[src/rtl/miriscv_pkg.sv]
// Shared core-wide constants and types used by the fetch-side instruction memory bridge.
package miriscv_pkg;

    localparam int XLEN = 32;

    typedef logic [0:0] imem_bridge_state_t;

    localparam imem_bridge_state_t IMEM_BR_IDLE = 1'b0;
    localparam imem_bridge_state_t IMEM_BR_HOLD = 1'b1;

    // Saturation is not handled here; the checker flags any wrap of the outstanding counters.
    function automatic logic [1:0] imem_cnt_next(input logic [1:0] cnt,
                                                 input logic       inc,
                                                 input logic       dec);
        return cnt + {1'b0, inc} - {1'b0, dec};
    endfunction

endpackage

[src/rtl/miriscv_imem_bridge_if.sv]
// Fetch-side and instruction-bus signals of the imem bridge, named from the bridge's point of view.
interface miriscv_imem_bridge_if #(
    parameter int XLEN = miriscv_pkg::XLEN
) ();

    logic            core_req_i;
    logic [XLEN-1:0] core_addr_i;
    logic            core_kill_i;
    logic            core_stall_o;
    logic            core_rvalid_o;
    logic [XLEN-1:0] core_rdata_o;
    logic            core_err_o;
    logic            bus_req_o;
    logic [XLEN-1:0] bus_addr_o;
    logic            bus_gnt_i;
    logic            bus_rvalid_i;
    logic [XLEN-1:0] bus_rdata_i;
    logic            bus_err_i;

    modport slave (
        input  core_req_i, core_addr_i, core_kill_i,
        input  bus_gnt_i, bus_rvalid_i, bus_rdata_i, bus_err_i,
        output core_stall_o, core_rvalid_o, core_rdata_o, core_err_o,
        output bus_req_o, bus_addr_o
    );

    modport master (
        output core_req_i, core_addr_i, core_kill_i,
        output bus_gnt_i, bus_rvalid_i, bus_rdata_i, bus_err_i,
        input  core_stall_o, core_rvalid_o, core_rdata_o, core_err_o,
        input  bus_req_o, bus_addr_o
    );

endinterface

[src/rtl/miriscv_imem_bridge_chk.sv]
// Protocol and counter invariants of the imem bridge, instantiated by the bridge itself.
module miriscv_imem_bridge_chk #(
    parameter int XLEN            = miriscv_pkg::XLEN,
    parameter int MAX_OUTSTANDING = 2
) (
    input logic            clk_i,
    input logic            arstn_i,
    input logic            bus_req_o,
    input logic            bus_gnt_i,
    input logic [XLEN-1:0] bus_addr_o,
    input logic            bus_rvalid_i,
    input logic            core_rvalid_o,
    input logic            grant_s,
    input logic [1:0]      cnt_q,
    input logic [1:0]      dcnt_q
);

    localparam logic [1:0] MAX_C = 2'(MAX_OUTSTANDING);

    a_addr_stable: assert property (@(posedge clk_i) disable iff (!arstn_i)
        (bus_req_o && !bus_gnt_i) |=> (bus_req_o && $stable(bus_addr_o)));

    a_cnt_bounds: assert property (@(posedge clk_i) disable iff (!arstn_i)
        (dcnt_q <= cnt_q) && (cnt_q <= MAX_C));

    a_cnt_overflow: assert property (@(posedge clk_i) disable iff (!arstn_i)
        !((cnt_q == MAX_C) && grant_s && !bus_rvalid_i));

    a_cnt_underflow: assert property (@(posedge clk_i) disable iff (!arstn_i)
        !((cnt_q == 2'd0) && bus_rvalid_i));

    a_no_rvalid_in_reset: assert property (@(posedge clk_i)
        !arstn_i |-> !core_rvalid_o);

endmodule

[src/rtl/miriscv_imem_bridge.sv]
// Fetch-to-bus bridge: holds ungranted requests, limits outstanding grants and drops
// responses that belong to requests issued before a pipeline kill.
module miriscv_imem_bridge
    import miriscv_pkg::*;
#(
    parameter int XLEN            = miriscv_pkg::XLEN,
    parameter int MAX_OUTSTANDING = 2
) (
    input  logic                  clk_i,
    input  logic                  arstn_i,
    miriscv_imem_bridge_if.slave  br
);

    localparam logic [1:0] MAX_C = 2'(MAX_OUTSTANDING);

    imem_bridge_state_t state_q, state_d;
    logic [XLEN-1:0]    hold_addr_q, hold_addr_d;
    logic               hold_stale_q, hold_stale_d;
    logic [1:0]         cnt_q, cnt_d;
    logic [1:0]         dcnt_q, dcnt_d;

    logic               below_max_s;
    logic               bus_req_s;
    logic [XLEN-1:0]    bus_addr_s;
    logic               stall_s;
    logic               grant_s;
    logic               stale_grant_s;
    logic               rvalid_s;
    logic               drop_s;

    assign below_max_s = (cnt_q < MAX_C);

    // Request path, hold FSM next state and outstanding/discard counter updates.
    always_comb begin
        state_d       = state_q;
        hold_addr_d   = hold_addr_q;
        hold_stale_d  = hold_stale_q;
        bus_req_s     = 1'b0;
        bus_addr_s    = br.core_addr_i;
        stall_s       = 1'b0;
        grant_s       = 1'b0;
        stale_grant_s = 1'b0;

        case (state_q)
            IMEM_BR_IDLE: begin
                if (br.core_req_i && !br.core_kill_i) begin
                    if (below_max_s) begin
                        bus_req_s = 1'b1;
                        if (br.bus_gnt_i) begin
                            grant_s = 1'b1;
                        end else begin
                            hold_addr_d = br.core_addr_i;
                            state_d     = IMEM_BR_HOLD;
                            stall_s     = 1'b1;
                        end
                    end else begin
                        hold_addr_d = br.core_addr_i;
                        state_d     = IMEM_BR_HOLD;
                        stall_s     = 1'b1;
                    end
                end else begin
                    state_d = IMEM_BR_IDLE;
                end
            end
            IMEM_BR_HOLD: begin
                bus_req_s  = below_max_s;
                bus_addr_s = hold_addr_q;
                stall_s    = 1'b1;
                if (below_max_s && br.bus_gnt_i) begin
                    grant_s       = 1'b1;
                    stale_grant_s = hold_stale_q;
                    hold_stale_d  = 1'b0;
                    state_d       = IMEM_BR_IDLE;
                    // The held fetch is accepted on its grant, so the core may advance;
                    // a stale one must not swallow the redirect the core is presenting.
                    stall_s       = hold_stale_q | br.core_kill_i;
                end else if (br.core_kill_i) begin
                    hold_stale_d = 1'b1;
                end else begin
                    hold_stale_d = hold_stale_q;
                end
            end
            default: begin
                state_d = IMEM_BR_IDLE;
            end
        endcase

        rvalid_s = br.bus_rvalid_i && (dcnt_q == 2'd0) && !br.core_kill_i;
        drop_s   = br.bus_rvalid_i && (dcnt_q != 2'd0);
        cnt_d    = imem_cnt_next(cnt_q, grant_s, br.bus_rvalid_i);

        if (br.core_kill_i) begin
            dcnt_d = cnt_d;
        end else begin
            dcnt_d = imem_cnt_next(dcnt_q, stale_grant_s, drop_s);
        end
    end

    // FSM, held request and counters.
    always_ff @(posedge clk_i or negedge arstn_i) begin
        if (!arstn_i) begin
            state_q      <= IMEM_BR_IDLE;
            hold_addr_q  <= {XLEN{1'b0}};
            hold_stale_q <= 1'b0;
            cnt_q        <= 2'd0;
            dcnt_q       <= 2'd0;
        end else begin
            state_q      <= state_d;
            hold_addr_q  <= hold_addr_d;
            hold_stale_q <= hold_stale_d;
            cnt_q        <= cnt_d;
            dcnt_q       <= dcnt_d;
        end
    end

    assign br.bus_req_o     = arstn_i & bus_req_s;
    assign br.bus_addr_o    = bus_addr_s;
    assign br.core_stall_o  = arstn_i & stall_s;
    assign br.core_rvalid_o = arstn_i & rvalid_s;
    assign br.core_rdata_o  = br.bus_rdata_i;
    assign br.core_err_o    = arstn_i & rvalid_s & br.bus_err_i;

    miriscv_imem_bridge_chk #(
        .XLEN            (XLEN),
        .MAX_OUTSTANDING (MAX_OUTSTANDING)
    ) u_chk (
        .clk_i         (clk_i),
        .arstn_i       (arstn_i),
        .bus_req_o     (br.bus_req_o),
        .bus_gnt_i     (br.bus_gnt_i),
        .bus_addr_o    (br.bus_addr_o),
        .bus_rvalid_i  (br.bus_rvalid_i),
        .core_rvalid_o (br.core_rvalid_o),
        .grant_s       (grant_s),
        .cnt_q         (cnt_q),
        .dcnt_q        (dcnt_q)
    );

endmodule

[src/flat_wrapper.sv]
// flat-port wrapper written by rule: the top's interface ports become plain ports
module miriscv_imem_bridge_flat import miriscv_pkg::*;
#(
    parameter int XLEN            = miriscv_pkg::XLEN,
    parameter int MAX_OUTSTANDING = 2
)
  (clk_i, arstn_i, br_core_req_i, br_core_addr_i, br_core_kill_i, br_bus_gnt_i, br_bus_rvalid_i, br_bus_rdata_i, br_bus_err_i, br_core_stall_o, br_core_rvalid_o, br_core_rdata_o, br_core_err_o, br_bus_req_o, br_bus_addr_o);
  miriscv_imem_bridge_if #(.XLEN(XLEN)) br_i ();
  input  logic clk_i;
  input  logic arstn_i;
  input wire logic [$bits(br_i.core_req_i)-1:0] br_core_req_i;
  input wire logic [$bits(br_i.core_addr_i)-1:0] br_core_addr_i;
  input wire logic [$bits(br_i.core_kill_i)-1:0] br_core_kill_i;
  input wire logic [$bits(br_i.bus_gnt_i)-1:0] br_bus_gnt_i;
  input wire logic [$bits(br_i.bus_rvalid_i)-1:0] br_bus_rvalid_i;
  input wire logic [$bits(br_i.bus_rdata_i)-1:0] br_bus_rdata_i;
  input wire logic [$bits(br_i.bus_err_i)-1:0] br_bus_err_i;
  output wire logic [$bits(br_i.core_stall_o)-1:0] br_core_stall_o;
  output wire logic [$bits(br_i.core_rvalid_o)-1:0] br_core_rvalid_o;
  output wire logic [$bits(br_i.core_rdata_o)-1:0] br_core_rdata_o;
  output wire logic [$bits(br_i.core_err_o)-1:0] br_core_err_o;
  output wire logic [$bits(br_i.bus_req_o)-1:0] br_bus_req_o;
  output wire logic [$bits(br_i.bus_addr_o)-1:0] br_bus_addr_o;
  assign br_i.core_req_i = br_core_req_i;
  assign br_i.core_addr_i = br_core_addr_i;
  assign br_i.core_kill_i = br_core_kill_i;
  assign br_i.bus_gnt_i = br_bus_gnt_i;
  assign br_i.bus_rvalid_i = br_bus_rvalid_i;
  assign br_i.bus_rdata_i = br_bus_rdata_i;
  assign br_i.bus_err_i = br_bus_err_i;
  assign br_core_stall_o = br_i.core_stall_o;
  assign br_core_rvalid_o = br_i.core_rvalid_o;
  assign br_core_rdata_o = br_i.core_rdata_o;
  assign br_core_err_o = br_i.core_err_o;
  assign br_bus_req_o = br_i.bus_req_o;
  assign br_bus_addr_o = br_i.bus_addr_o;
  miriscv_imem_bridge #(.XLEN(XLEN), .MAX_OUTSTANDING(MAX_OUTSTANDING)) u_core (.clk_i(clk_i), .arstn_i(arstn_i), .br(br_i));
endmodule
[config.mk]
export PLATFORM = sky130hd
export DESIGN_NAME = miriscv_imem_bridge_flat
export DESIGN_NICKNAME = d
export VERILOG_FILES = /design/src/rtl/miriscv_pkg.sv /design/src/rtl/miriscv_imem_bridge_if.sv /design/src/rtl/miriscv_imem_bridge_chk.sv /design/src/rtl/miriscv_imem_bridge.sv /design/src/flat_wrapper.sv
export SDC_FILE = /design/constraint.sdc
export NUM_CORES = 1
export LEC_CHECK = 0
export BUFFER_PORTS_ARGS = -buffer_cell sky130_fd_sc_hd__buf_2
export CAP_MARGIN = 40
export CORE_MARGIN = 2
export CORE_UTILIZATION = 39
export DETAILED_ROUTE_END_ITERATION = 12
export PLACE_DENSITY = 0.76
export SYNTH_ARGS = -nofsm -noshare
export SYNTH_HDL_FRONTEND = slang
export SYNTH_SLANG_ARGS = --single-unit
[constraint.sdc]
create_clock -name clk_i -period 1.83 [get_ports clk_i]
set_input_delay 0 -clock clk_i [delete_from_list [all_inputs] [get_ports clk_i]]
set_output_delay 0 -clock clk_i [all_outputs]
set_load 0.005 [all_outputs]
Word-level counts from Yosys, hierarchy flattened
Cells that the tools add are included.
{ "classes": {"n_lt_le_gt_ge": 1, "n_eq_ne": 1, "bitwise": 6, "n_reduce_logical": 11, "n_addsub": 4, "n_mux": 23} }
{ "ops": {"columns": ["op", "n"], "rows": [
  ["32-bit two-way mux", 3],
  ["1-bit two-way mux", 15],
  ["1-bit case mux with 2 select lines", 4],
  ["1-bit logical AND", 5],
  ["2-bit by 1-bit adder with 2-bit output", 2],
  ["1-bit bitwise AND", 4],
  ["2-bit nonzero test", 2],
  ["2-bit by 1-bit subtractor with 2-bit output", 2],
  ["3-bit AND reduction", 1],
  ["2-bit zero test", 1],
  ["2-bit < comparator (second input constant)", 1],
  ["2-bit two-way mux", 1],
  ["2-bit inequality test (second input constant)", 1],
  ["2-bit AND reduction", 1],
  ["1-bit zero test", 1],
  ["1-bit inverter", 1],
  ["1-bit OR", 1]
]} }
{ "word_totals": {"output_inout_bits": 68, "wordCells": 51, "ff_bits": 38} }

Logic depth before layout (Yosys ltp)
{ "logic_depth": {"depth_word": 7, "ltp_mapped": 8} }

Worst setup path after synthesis
OpenSTA, ideal clock, no wires.
{ "synth_timing": {"path_type": "register -> register", "startpoint": "register u_core.state_q", "endpoint": "register u_core.dcnt_q[1]", "t_arrival_ns": 1.574, "path_stages_with_launch": 9, "path_slack_ns": 0.132, "synth_period_minus_slack_ns": 1.698, "setup_ns": 0.125, "path_cell_list": "dfrtp_1 > buf_2 > buf_2 > nor2_1 > nor2_1 > ha_1 > xnor2_1 > xnor2_1 > mux2_2"} }
{ "synth_via": {"elab_chain_len": 5, "word_cells_on_any_way": 8, "classes_between": "4 x add/sub; 3 x mux; 1 x bitwise"} }
{ "synth_rtl": {"columns": ["element", "line_no", "rtl"], "rows": [
  ["start, declared", "miriscv_imem_bridge.sv:16", "imem_bridge_state_t state_q, state_d;"],
  ["start signal, assigned", "miriscv_imem_bridge.sv:108", "state_q <= state_d;"],
  ["1-bit inverter", null, null],
  ["1-bit case mux with 2 select lines (*)", "miriscv_imem_bridge.sv:44", "case (state_q)"],
  ["2-bit by 1-bit adder with 2-bit output (*)", "miriscv_pkg.sv:15", "return cnt + {1'b0, inc} - {1'b0, dec};"],
  ["2-bit by 1-bit subtractor with 2-bit output (*)", "miriscv_pkg.sv:15", null],
  ["net u_core.cnt_d[1]", "miriscv_imem_bridge.sv:19", "logic [1:0] cnt_q, cnt_d;"],
  ["2-bit two-way mux (*)", "miriscv_imem_bridge.sv:92", "if (br.core_kill_i) begin"],
  ["net u_core.dcnt_d[1]", "miriscv_imem_bridge.sv:20", "logic [1:0] dcnt_q, dcnt_d;"],
  ["end signal, assigned", "miriscv_imem_bridge.sv:112", "dcnt_q <= dcnt_d;"],
  ["end, declared", "miriscv_imem_bridge.sv:20", null]
]} }
The timed path passes the listed nets; every way through them passes the cells marked *.
A chain may end at the register's enable or synchronous reset.

Worst setup path in the final report
{ "layout_timing": {"startpoint": "register u_core.dcnt_q[1]", "endpoint": "register u_core.dcnt_q[1]"} }
{ "layout_via": {"elab_chain_len": 4, "word_cells_on_any_way": 5, "classes_between": "2 x add/sub; 1 x mux; 2 x reduce/logical"} }
{ "layout_rtl": {"columns": ["element", "line_no"], "rows": [
  ["branches (longest 2 deep; another with 2-bit by 1-bit adder with 2-bit output)", null],
  ["2-bit by 1-bit subtractor with 2-bit output (*)", "miriscv_pkg.sv:15"],
  ["2-bit two-way mux (*)", "miriscv_imem_bridge.sv:92"],
  ["net u_core.dcnt_d[1]", "miriscv_imem_bridge.sv:20"]
]} }
Mark *: on every way through the listed nets, which the timed path passes.

==> impl_metrics.toml <==
[setup_path]
arrival_ns = 1.90
ff2ff_setup_slack_ns = 0.09
worstRegToRegCells = 7
cp_slowest_cell = "dfrtp_1"
crit_buf_inv = 1
reg2reg_to = "u_core.dcnt_q[1]$_DFF_PN0_"
crit_chain = "o21a_1, ha_1, inv_1, ha_1, xnor2_1, xnor2_1, mux2_2"
critPathTopFamily = "adder cells"
critPathRequiredTime_ns = 2.00
r2r_start = "u_core.dcnt_q[1]$_DFF_PN0_"
crit_path_end_kind = "flop"
crit_path_start_kind = "flop"
crit_path_max_incr_delay_ns = 0.41
criticalPathCategory = "reg -> reg"
crit_path_max_fanout = 3

[global_route]
grt_pass1_wl_um = 7200
grt_overflow = 0
grt_max_degree = 25
grt_pass1_vias = 1532
gr-usage-all-layers = 0.143
antenna_found_initial = 0

[drt]
dr.pass1.iters = 2
drt_iter0_markers = 27
wl_per_cell_um = 14.0
drc_errors = 0
ant_nets = 0
vias = 1515
viasPerCell = 4.62
routed_wl_um = 4610

[yosys]
netlist_instances = 173
synth_cell_type_count = 23
synth_fp_nets = 248
syn_area_um2 = 2330
yosysWarnings = 0
synth.avg_cell_area_um2 = 13.4
synth_seq_area_share = 0.409
ys_seq_elements = 38

[cells_and_area]
nNetsFinal = 328
diodes = 0
areaGrowthSynthToFinish_pct = 27.1
drive_gt1_frac = 0.613

[place]
routabilityCongestion = 0.681
io_buffers = 74
place_worst_setup_slack_ns = 0.0992
hpwl_um = 3000

[pwr]
irDropWorstVdd_uv = 538
p_leak_nw = 1.50
power_mw = 3.98
p_per_area_nw_per_um2 = 1350

[clock_tree]
cts_made_buffers = 5
clock_path_buffers = 2
ctsResizeCount = 0
tritoncts = "built"
clk_latency_ns = 0.29
postCtsSetupRepairBufs = 0
htree_levels = 2
cts-hold-fix-buffers = 33
clock-sinks = 38
clock-root-buffer = "clkbuf_8"
clk_pin_slew_ns = 0.07

[flow_run]
drv_cap = 0

[die]
die_h_um = 81.2
io_pins = 139
initial_core_util = 0.398
die-area_um2 = 6600
die_w_um = 81.2
core_area_um2 = 5850
row_count = 28

[timing]
finalSetupViolations = 0
fin_crit_sh = 0.948
min_period_ns = 1.74
setup_slack_ns = 0.0948
slew_headroom = 0.724
finalHoldViolations = 0
tightest_slew_ns = 0.415
rsz0062_at_grt = "no"
slew_viol_final = 0
setup_tns_ns = 0
finClkSkew_ns = 0.00878
max_freq_ghz = 0.576

[worst_hold_path]
min_delay_path_depth = 0
min_to = "br_core_rdata_o[20]"
hp-class = "in -> out"
hp-start = "br_bus_rdata_i[20]"

[run_status]
status = "completed"
registers in the layout, summed over array words and instances, names as in the netlist:
name / flops
u_core.cnt_q: 2
u_core.hold_addr_q: 32
u_core.state_q: 1
u_core.dcnt_q: 2
u_core.hold_stale_q: 1
synth_stat cells:
cell type / n / area share
a21boi_0: 1 / 0.0032
a21oi_1: 2 / 0.0043
and2_1: 1 / 0.0027
and3_1: 1 / 0.0027
buf_2: 4 / 0.0086
buf_4: 32 / 0.10
buf_6: 3 / 0.015
dfrtp_1: 38 / 0.41
ha_1: 4 / 0.022
inv_1: 5 / 0.0081
mux2_2: 36 / 0.17
mux2_4: 30 / 0.19
nand2_1: 1 / 0.0016
nand2b_2: 1 / 0.0038
nand3b_4: 1 / 0.0086
nor2_1: 2 / 0.0032
nor2b_1: 1 / 0.0027
nor2b_4: 1 / 0.0059
nor3b_1: 1 / 0.0032
nor4_1: 1 / 0.0027
o21a_1: 1 / 0.0032
o21ai_0: 2 / 0.0043
xnor2_1: 4 / 0.015
cells in the final DEF (no fill, tap or decap), types with 2 or more instances in the layout:
cell type       n
dlygate4sd3_1  33
inv_1           5
nor2_1          2
ha_1            4
mux2_2         36
buf_2          74
xnor2_1         4
clkinv_2        2
clkbuf_8        5
a21oi_1         2
dfrtp_1        38
mux2_4         30
o21ai_0         2
buf_4           4
through the flow:
stage	instances	utilization	instance area (µm²)	hold slack [ns]
global placement	288	0.435	2550	-0.0491
global route	328	0.505	2960	0.00000795
detailed placement	288	0.435	2550	-0.0417
floorplan	173	-	2330	-0.296
finish	328	0.505	2960	0.00000199
CTS	328	0.505	2960	0.0000346
cell type report:
type / instances / area [µm²]
well taps: 75 / 93.8
clock inverters: 2 / 10.0
multi-input cells: 91 / 1060
clock buffers: 5 / 68.8
flip-flops and latches: 38 / 951
inverters: 5 / 18.8
repair buffers: 112 / 751
fillers: 502 / 2900
per-layer routing:
layer / wire length, µm / up-vias / track usage
met5: 0 / - / 0
met1: 1860 / 721 / 0.163
met2: 2370 / 64 / 0.255
met3: 312 / 9 / 0.0411
met4: 63 / 0 / 0.0458
li1: - / 721 / -
report_power, final:
| part | total (mW) | internal (mW) | switching [mW] |
|---|---|---|---|
| registers | 1.51 | 1.27 | 0.243 |
| clock network | 0.543 | 0.256 | 0.287 |
| logic | 1.92 | 1.27 | 0.653 |
cell families (layout without fill, tap and decap cells):
group                      count (synthesis)  in the layout  synth area share
buffers and inverters                     44            124             0.134
DFF                                       38             38             0.409
adders and majority gates                  4              4            0.0215
and+or+nand+nor                           11             11            0.0371
AOI/OAI and AO/OA                          6              6            0.0151
muxes                                     66             66             0.368
xor gates and xnor gates                   4              4            0.0151
how the worst max path moves through the flow:
stage | from | to | slack [ns] | depth (start not counted)
after floorplan | u_core.state_q$_DFF_PN0_ | u_core.dcnt_q[1]$_DFF_PN0_ | 0.13 | 8
after global placement | u_core.dcnt_q[1]$_DFF_PN0_ | u_core.dcnt_q[1]$_DFF_PN0_ | 0.15 | 7
after detailed placement | u_core.dcnt_q[1]$_DFF_PN0_ | u_core.dcnt_q[1]$_DFF_PN0_ | 0.1 | 7
after CTS | u_core.dcnt_q[1]$_DFF_PN0_ | u_core.dcnt_q[1]$_DFF_PN0_ | 0.09 | 7
after global routing | u_core.dcnt_q[1]$_DFF_PN0_ | u_core.dcnt_q[1]$_DFF_PN0_ | 0.01 | 7
final | u_core.dcnt_q[1]$_DFF_PN0_ | u_core.dcnt_q[1]$_DFF_PN0_ | 0.09 | 7
Power figures use the tool's default switching activity.
